--- config.mk ---
export PLATFORM = sky130hd
export DESIGN_NAME = serial_adder_flat
export DESIGN_NICKNAME = d
export VERILOG_FILES = /design/src/rtl/serial_adder_if.sv /design/src/rtl/serial_adder.sv /design/src/flat_wrapper.sv
export SDC_FILE = /design/constraint.sdc
export NUM_CORES = 1
export LEC_CHECK = 0
export ABC_AREA = 1
export BUFFER_PORTS_ARGS = -buffer_cell sky130_fd_sc_hd__buf_4
export CAP_MARGIN = 10
export CORE_MARGIN = 4
export CORE_UTILIZATION = 48
export CTS_CLUSTER_SIZE = 40
export DETAILED_ROUTE_END_ITERATION = 12
export GPL_ROUTABILITY_DRIVEN = 0
export PLACE_DENSITY_LB_ADDON = 0.15
export SYNTH_ARGS = -nofsm -noshare
export SYNTH_HDL_FRONTEND = slang
export SYNTH_SLANG_ARGS = --single-unit
--- constraint.sdc ---
create_clock -name clk -period 1.2 [get_ports clk]
set_clock_uncertainty 0.15 [all_clocks]
set_input_delay 0.06 -clock clk [delete_from_list [all_inputs] [get_ports clk]]
set_output_delay 0.06 -clock clk [all_outputs]
set_load 0.01 [all_outputs]
--- src/rtl/serial_adder_if.sv ---
// Handshake and operand/result bundle for serial_adder.
// SERIAL_ADDER_OVF_EN adds the signed-overflow result line.
interface serial_adder_if #(
  parameter int WIDTH = 8
);
  logic             start;
  logic             sub;
  logic [WIDTH-1:0] a;
  logic [WIDTH-1:0] b;
  logic             cin;
  logic [WIDTH-1:0] sum;
  logic             cout;
  logic             busy;
  logic             done;
`ifdef SERIAL_ADDER_OVF_EN
  logic             ovf;

  modport master (output start, sub, a, b, cin, input sum, cout, busy, done, ovf);
  modport slave  (input start, sub, a, b, cin, output sum, cout, busy, done, ovf);
`else
  modport master (output start, sub, a, b, cin, input sum, cout, busy, done);
  modport slave  (input start, sub, a, b, cin, output sum, cout, busy, done);
`endif
endinterface

--- src/rtl/serial_adder.sv ---
// Bit-serial adder/subtractor: one full-adder cell and a carry flop, LSB first over WIDTH cycles.
// Define SERIAL_ADDER_OVF_EN to add the registered signed-overflow output (bus.ovf).
module serial_adder #(
  parameter int WIDTH = 8
) (
  input logic          clk,
  input logic          rst,
  serial_adder_if.slave bus
);

  localparam int CW = $clog2(WIDTH);

  typedef enum logic [1:0] {IDLE, RUN, DONE} state_t;

  state_t           state, state_nxt;
  logic [WIDTH-1:0] a_sr, b_sr, sum_q;
  logic [CW-1:0]    cnt;
  logic             carry, cout_q;
  logic             accept, last, s_bit, c_next;

  assign accept = bus.start && (state != RUN);
  assign last   = (state == RUN) && (cnt == CW'(WIDTH - 1));
  assign s_bit  = a_sr[0] ^ b_sr[0] ^ carry;
  assign c_next = (a_sr[0] & b_sr[0]) | (carry & (a_sr[0] ^ b_sr[0]));

  // NOTE: sequential state uses non-blocking assignments so every flop samples pre-edge values.
  always_ff @(posedge clk or posedge rst) begin
    if (rst) state <= IDLE;
    else     state <= state_nxt;
  end

  // NOTE: next state defaults to the current state first so no path infers a latch.
  always_comb begin
    state_nxt = state;
    unique case (state)
      IDLE:    if (bus.start) state_nxt = RUN;
      RUN:     if (last)      state_nxt = DONE;
      DONE:    state_nxt = bus.start ? RUN : IDLE;
      default: state_nxt = IDLE;
    endcase
  end

  // Subtraction is a + ~b + 1: invert B on load and force the initial carry.
  always_ff @(posedge clk or posedge rst) begin
    if (rst) begin
      a_sr   <= '0;
      b_sr   <= '0;
      sum_q  <= '0;
      cnt    <= '0;
      carry  <= 1'b0;
      cout_q <= 1'b0;
    end else if (accept) begin
      a_sr  <= bus.a;
      b_sr  <= bus.sub ? ~bus.b : bus.b;
      carry <= bus.sub | bus.cin;
      cnt   <= '0;
    end else if (state == RUN) begin
      sum_q <= {s_bit, sum_q[WIDTH-1:1]};
      a_sr  <= a_sr >> 1;
      b_sr  <= b_sr >> 1;
      carry <= c_next;
      cnt   <= last ? '0 : cnt + 1'b1;
      if (last) cout_q <= c_next;
    end
  end

`ifdef SERIAL_ADDER_OVF_EN
  // On the MSB step the carry flop holds the carry into the MSB.
  logic ovf_q;

  always_ff @(posedge clk or posedge rst) begin
    if (rst)       ovf_q <= 1'b0;
    else if (last) ovf_q <= carry ^ c_next;
  end

  assign bus.ovf = ovf_q;
`endif

  assign bus.sum  = sum_q;
  assign bus.cout = cout_q;
  assign bus.busy = (state == RUN);
  assign bus.done = (state == DONE);

endmodule

--- src/flat_wrapper.sv ---
// flat-port wrapper written by rule: the top's interface ports become plain ports
module serial_adder_flat 
#(
  parameter int WIDTH = 8
)
  (clk, rst, bus_start, bus_sub, bus_a, bus_b, bus_cin, bus_sum, bus_cout, bus_busy, bus_done);
  serial_adder_if #(.WIDTH(WIDTH)) bus_i ();
  input logic clk;
  input logic rst;
  input wire logic [$bits(bus_i.start)-1:0] bus_start;
  input wire logic [$bits(bus_i.sub)-1:0] bus_sub;
  input wire logic [$bits(bus_i.a)-1:0] bus_a;
  input wire logic [$bits(bus_i.b)-1:0] bus_b;
  input wire logic [$bits(bus_i.cin)-1:0] bus_cin;
  output wire logic [$bits(bus_i.sum)-1:0] bus_sum;
  output wire logic [$bits(bus_i.cout)-1:0] bus_cout;
  output wire logic [$bits(bus_i.busy)-1:0] bus_busy;
  output wire logic [$bits(bus_i.done)-1:0] bus_done;
  assign bus_i.start = bus_start;
  assign bus_i.sub = bus_sub;
  assign bus_i.a = bus_a;
  assign bus_i.b = bus_b;
  assign bus_i.cin = bus_cin;
  assign bus_sum = bus_i.sum;
  assign bus_cout = bus_i.cout;
  assign bus_busy = bus_i.busy;
  assign bus_done = bus_i.done;
  serial_adder #(.WIDTH(WIDTH)) u_core (.clk(clk), .rst(rst), .bus(bus_i));
endmodule
After elaboration in Yosys (flattened, before gate mapping)
Cells that the tools add are included.
{"block": "totals", "register_bits": 31, "ramBits": 0, "input_bits": 21, "word_cells": 43, "n_memories": 0, "out_inout_bits": 11, "latchBits": 0, "mem_bits_ro": 0}
{"block": "op_classes", "n_reduce_logical": 7, "add_sub_neg": 1, "mux": 14, "div_mod_pow": 0, "magnitude_cmp": 0, "n_eq_ne": 6, "n_bitwise": 8, "shift": 0, "mul": 0}
{"operator": "$mux 8", "count": 5}
{"operator": "$mux 3", "count": 3}
{"operator": "$not 8->8", "count": 1}
{"operator": "$pmux 2 s3", "count": 1}
{"operator": "$mux 2", "count": 2}
{"operator": "$ne 2x1->1 const B", "count": 2}
{"operator": "$reduce_and 2->1", "count": 2}
{"operator": "$add 3x1->3 const B", "count": 1}
{"operator": "$eq 3x3->1 const B", "count": 1}
{"operator": "$mux 1", "count": 3}
{"operator": "$reduce_and 3->1", "count": 1}
{"operator": "$and 1x1->1", "count": 2}
{"operator": "$eq 2x1->1 const B", "count": 1}
{"operator": "$eq 2x2->1 const B", "count": 1}
{"operator": "$logic_and 1x1->1", "count": 2}
{"operator": "$logic_not 2->1", "count": 1}
{"operator": "$ne 2x2->1 const B", "count": 1}
{"operator": "$or 1x1->1", "count": 2}
{"operator": "$reduce_bool 2->1", "count": 1}
{"operator": "$xor 1x1->1", "count": 2}
{"operator": "$not 1->1", "count": 1}

Logic depth before layout (Yosys ltp)
{"block": "logic_depth", "word_depth": 5, "ltp_mapped": 6}

Worst setup path after synthesis
OpenSTA, ideal clock, no wires.
{"block": "synth_path", "path_kind": "register -> register", "startpoint": "register u_core.cnt[0]", "endpoint": "register u_core.cout_q (netlist: u_core.bus.cout)", "slack_ns": -0.046, "t_arrival_ns": 0.973, "path_stages_with_launch": 7, "path_buffers": 0, "synth_period_minus_slack_ns": 1.246, "path_cell_list": "dfrtp_1 ha_1 ha_1 inv_1 nor2_1 nand2_1 nand2_1"}
{"block": "synth_between", "elab_chain_len": 3}
{"item": "start: declaration", "line_no": "serial_adder.sv:17", "rtl": "logic [CW-1:0] cnt;"}
{"item": "start signal: assignment", "line_no": "serial_adder.sv:62", "rtl": "cnt <= last ? '0 : cnt + 1'b1;"}
{"item": "$eq 3x3->1", "line_no": "serial_adder.sv:22", "rtl": "assign last = (state == RUN) && (cnt == CW'(WIDTH - 1));"}
{"item": "$logic_and 1x1->1", "line_no": "serial_adder.sv:22"}
{"item": "$reduce_and 3->1 (no line)"}
{"item": "end signal: assignment", "line_no": "serial_adder.sv:63", "rtl": "if (last) cout_q <= c_next;"}
{"item": "end: declaration", "line_no": "serial_adder.sv:18", "rtl": "logic carry, cout_q;"}
No other way between the ends.
A chain may end at the register's enable or synchronous reset.

Worst setup path after layout
{"block": "layout_path", "startpoint": "register u_core.b_sr[0]", "endpoint": "register u_core.sum_q[7] (netlist: u_core.bus.sum[7])"}
{"block": "layout_between", "elab_chain_len": 2}
{"item": "start: declaration", "line_no": "serial_adder.sv:16", "rtl": "logic [WIDTH-1:0] a_sr, b_sr, sum_q;"}
{"item": "start signal: assignment", "line_no": "serial_adder.sv:54", "rtl": "b_sr <= bus.sub ? ~bus.b : bus.b;"}
{"item": "start signal: assignment", "line_no": "serial_adder.sv:60", "rtl": "b_sr <= b_sr >> 1;"}
{"item": "$xor 1x1->1 (2 in a row)", "line_no": "serial_adder.sv:23", "rtl": "assign s_bit = a_sr[0] ^ b_sr[0] ^ carry;"}
{"item": "named net u_core.s_bit", "line_no": "serial_adder.sv:19", "rtl": "logic accept, last, s_bit, c_next;"}
{"item": "end signal: assignment", "line_no": "serial_adder.sv:58", "rtl": "sum_q <= {s_bit, sum_q[WIDTH-1:1]};"}
{"item": "end: declaration", "line_no": "serial_adder.sv:16"}
The timed path passes the listed nets, and every way through them passes these cells.

==> reports/qor.yml <==
status:
  status: "finished with violations"
  violations: "negative setup slack"
pwr:
  power_density_mw_per_mm2: 2147
  power.leakage_nw: 1.198
  ir_worst_vdd_mv: 1.829
  p_int_w: 0.003049
  share_seq_of_total_power_pct: 36.3
  p_clk_share_pct: 17.5
  p_switching_w: 0.001852
  power.share.switching_pct: 37.78
  comb_power_share_pct: 46.2
setup_path:
  worstPathMaxFanout: 2
  path_cells: "fa_2 -> nand2_1 -> o21ai_1"
  cp.arrival_ns: 1.44
  critPathBufInv: 0
  crit_path_end: "u_core.bus.sum[7]"
  crit_required_ns: 1.31
  worst_setup_path_end_kind: "flip-flop"
  crit_type: "reg2reg"
  worstReg2RegStart: "u_core.b_sr[0]"
  critPathLaunchType: "flip-flop"
  crit_start: "u_core.b_sr[0]"
  critical-path-slowest-cell: "fa_2"
  cpLargestDelayFamily: "adder cells"
  cp.depth: 3
  max_stage_delay_ns: 0.57
  r2r-end: "u_core.bus.sum[7]"
  rr_worst_depth: 3
  ff2ff_setup_slack_ns: -0.12
yosys:
  synthDistinctLibCells: 20
  syn_area_sq_mm: 0.001529
  synth.avg_cell_area_sq_um: 8.220
  syn-num-nets: 210
  synth_seq_cells: 31
  synth_top_area_cell: "dfrtp_1"
  syn_inst: 186
  synthTopCellsByCount: "77 x nand2_1, 36 x nand3_1, 31 x dfrtp_1, 13 x inv_1, 4 x buf_2"
  synth_warnings: 0
  netlist_top_cells_area: "dfrtp_1 51%, nand2_1 19%, nand3_1 12%, inv_1 3.2%, buf_6 2.2%"
  synth_edf_count: 0
  synth_top_area_share_pct: 50.74
  async_flop_share_pct: 100.0
  yosysMostFrequentCell: "nand2_1"
  synthFlopType: "dfrtp_1"
  seq_area_frac_synth_pct: 50.74
clocking:
  cts_made_buffers: 5
  cts_root_buffer: "clkbuf_4"
  cts_sinks: 31
  htree_levels: 2
  clk_path_buf_depth: 2
  clk_latency_ns: 0.34
  cts_tree: "yes"
  path_clk_slew_ns: 0.10
timing:
  rsz0062_at_grt: "true"
  relSlewSlack_pct: 74.57
  tightest_slew_ns: 0.3814
  slew_violations: 0
  setup_violations: 21
  setup_slack_ns: -0.1235
  clock.fmax_mhz: 755.6
  fin_crit_sh_pct: 110.3
  fin_crit_ns: 1.323
  setup_tns_ns: -1.386
  hold_viol_final: 0
job:
  drv_cap: 0
global_route:
  grt_max_degree: 32
  grt_usage_pct: 22.41
  overflow: 0
  grt_pass1_vias: 1498
  grt_pass1_wl_um: 7024
  antenna_found_initial: 0
floorplanning:
  start_util_pct: 50.08
  die_y_um: 64.44
  num_io_pins: 32
  rows: 20
  dieArea_sq_mm: 0.004153
  core-area_sq_mm: 0.003053
  die_w_um: 64.44
detailed_routing:
  drt-initial-drc-count: 91
  antenna_left: 0
  avgViaCountPerCell: 4.997
  vias: 1484
  drc: 0
  firstDrtPassIters: 4
  wire_per_inst_um: 13.58
  routed_wirelength_um: 4034
layout:
  fin_nets: 276
  final_area_sq_mm: 0.002282
  drive_gt1_share_pct: 32.02
  antennaDiodeCount: 0
  syn2layout_area_growth_pct: 49.26
placed_design:
  dp_hpwl_um: 2390
  pre_cts_ws_ns: -0.1327
  dpl_cell_area_sq_mm: 0.001846
  io_buffers: 31
hold_path:
  hold_path_class: "in2async"
metal layers:
metal	part of all wire, %	track usage [%]	vias up	wire, um
met5	0	0	-	0
met4	2.4	8.971	0	98
met3	5.9	6.066	8	237
met2	50	38.27	61	2028
met1	41	26.71	696	1669
li1	-	-	719	-
flip-flops by register name, summed over array words and instances, names as in the netlist:
register and count:
u_core.a_sr 8, u_core.b_sr 8, u_core.bus.sum 8, u_core.cnt 3, u_core.state 2, u_core.bus.cout 1
u_core.carry 1
worst min-delay path by stage:
stage                     slack, ns               to  startpoint
final                          0.19  u_core.state[1]         rst
after floorplan                0.01   u_core.a_sr[0]         rst
after CTS                      0.20   u_core.a_sr[5]         rst
after global routing           0.23   u_core.a_sr[3]         rst
after detailed placement       0.02   u_core.a_sr[3]         rst
after global placement         0.01   u_core.a_sr[4]         rst
stage by stage:
step | hold WS (ns) | utilization, % | std cells | power (W)
floorplan | 0.01351 | - | 186 | 0.002912
global placement | 0.01437 | 60.45 | 263 | 0.003453
detailed placement | 0.02110 | 60.45 | 263 | 0.003546
CTS | 0.2049 | 73.16 | 296 | 0.004769
global route | 0.2255 | 74.75 | 297 | 0.005276
finish | 0.1944 | 74.75 | 297 | 0.004900
power by group through the flow:
stage / clock, W / combinational (W) / sequential (W)
after floorplan: 0 / 0.00113 / 0.00178
after global placement: 0 / 0.00170 / 0.00175
after detailed placement: 0 / 0.00177 / 0.00178
after CTS: 0.000875 / 0.00213 / 0.00177
after global routing: 0.000921 / 0.00253 / 0.00182
final: 0.000860 / 0.00226 / 0.00178
worst register-to-register path: cells and delay by family, from the launching register on:
family          cells  cell delay (ns)
fa+ha+maj           1             0.57
simple gates        1             0.05
flops               1             0.42
compound gates      1             0.08
placed cells by master (no fill, tap or decap):
cell type	synthesis	layout
clkbuf_4	0	5
fa_2	0	1
nand3_1	36	33
o22ai_1	1	1
dfrtp_1	31	30
clkinv_2	0	1
o21ai_2	0	1
ha_4	0	1
nor2_2	0	1
o21ai_1	1	3
inv_4	0	1
dlygate4sd3_1	0	20
nand2_1	77	73
buf_6	3	7
nor2_4	0	2
nand3_2	2	5
buf_4	2	38
buf_8	0	1
dfrtp_2	0	1
clkbuf_8	0	1
or2_2	1	1
bufinv_16	0	1
inv_8	0	2
ha_2	0	1
nand2_4	1	1
buf_12	0	1
nand2_2	2	6
inv_2	0	1
inv_1	13	11
xor2_1	1	1
a21oi_4	1	1
cell families (layout without fill, tap and decap cells):
family | Yosys count | count (layout) | synth area share (%)
adder cells (fa/ha/maj) | 3 | 3 | 2.946
AND/OR/NAND/NOR | 122 | 122 | 34.70
AO/OA/AOI/OAI | 6 | 6 | 2.782
buffers and inverters | 23 | 90 | 8.265
flip-flops | 31 | 31 | 50.74
XOR/XNOR | 1 | 1 | 0.5729
area by class of cell:
cell class                 count  area, sq um
clock buffer                   6        51.30
fill                         226        770.7
tap                           44        55.05
timing repair inverter         1        11.26
inverter                      14        62.56
clock inverter                 2        35.03
multi-input combinational    132        690.7
timing repair buffer          67        599.3
sequential                    31        777.0
repair_timing:
| item | 4_1_cts | 5_1_grt |
|---|---|---|
| gates resized for setup | 21 | 12 |
| hold buffers | 20 | 0 |
| pin swaps | 6 | 5 |
| setup endpoints to repair | 23 | 32 |
| hold endpoints to repair | 48 | 0 |
| buffers inserted | 4 | 1 |
| gates cloned | 1 | 0 |
No activity file was read; power rests on OpenSTA's default activity.
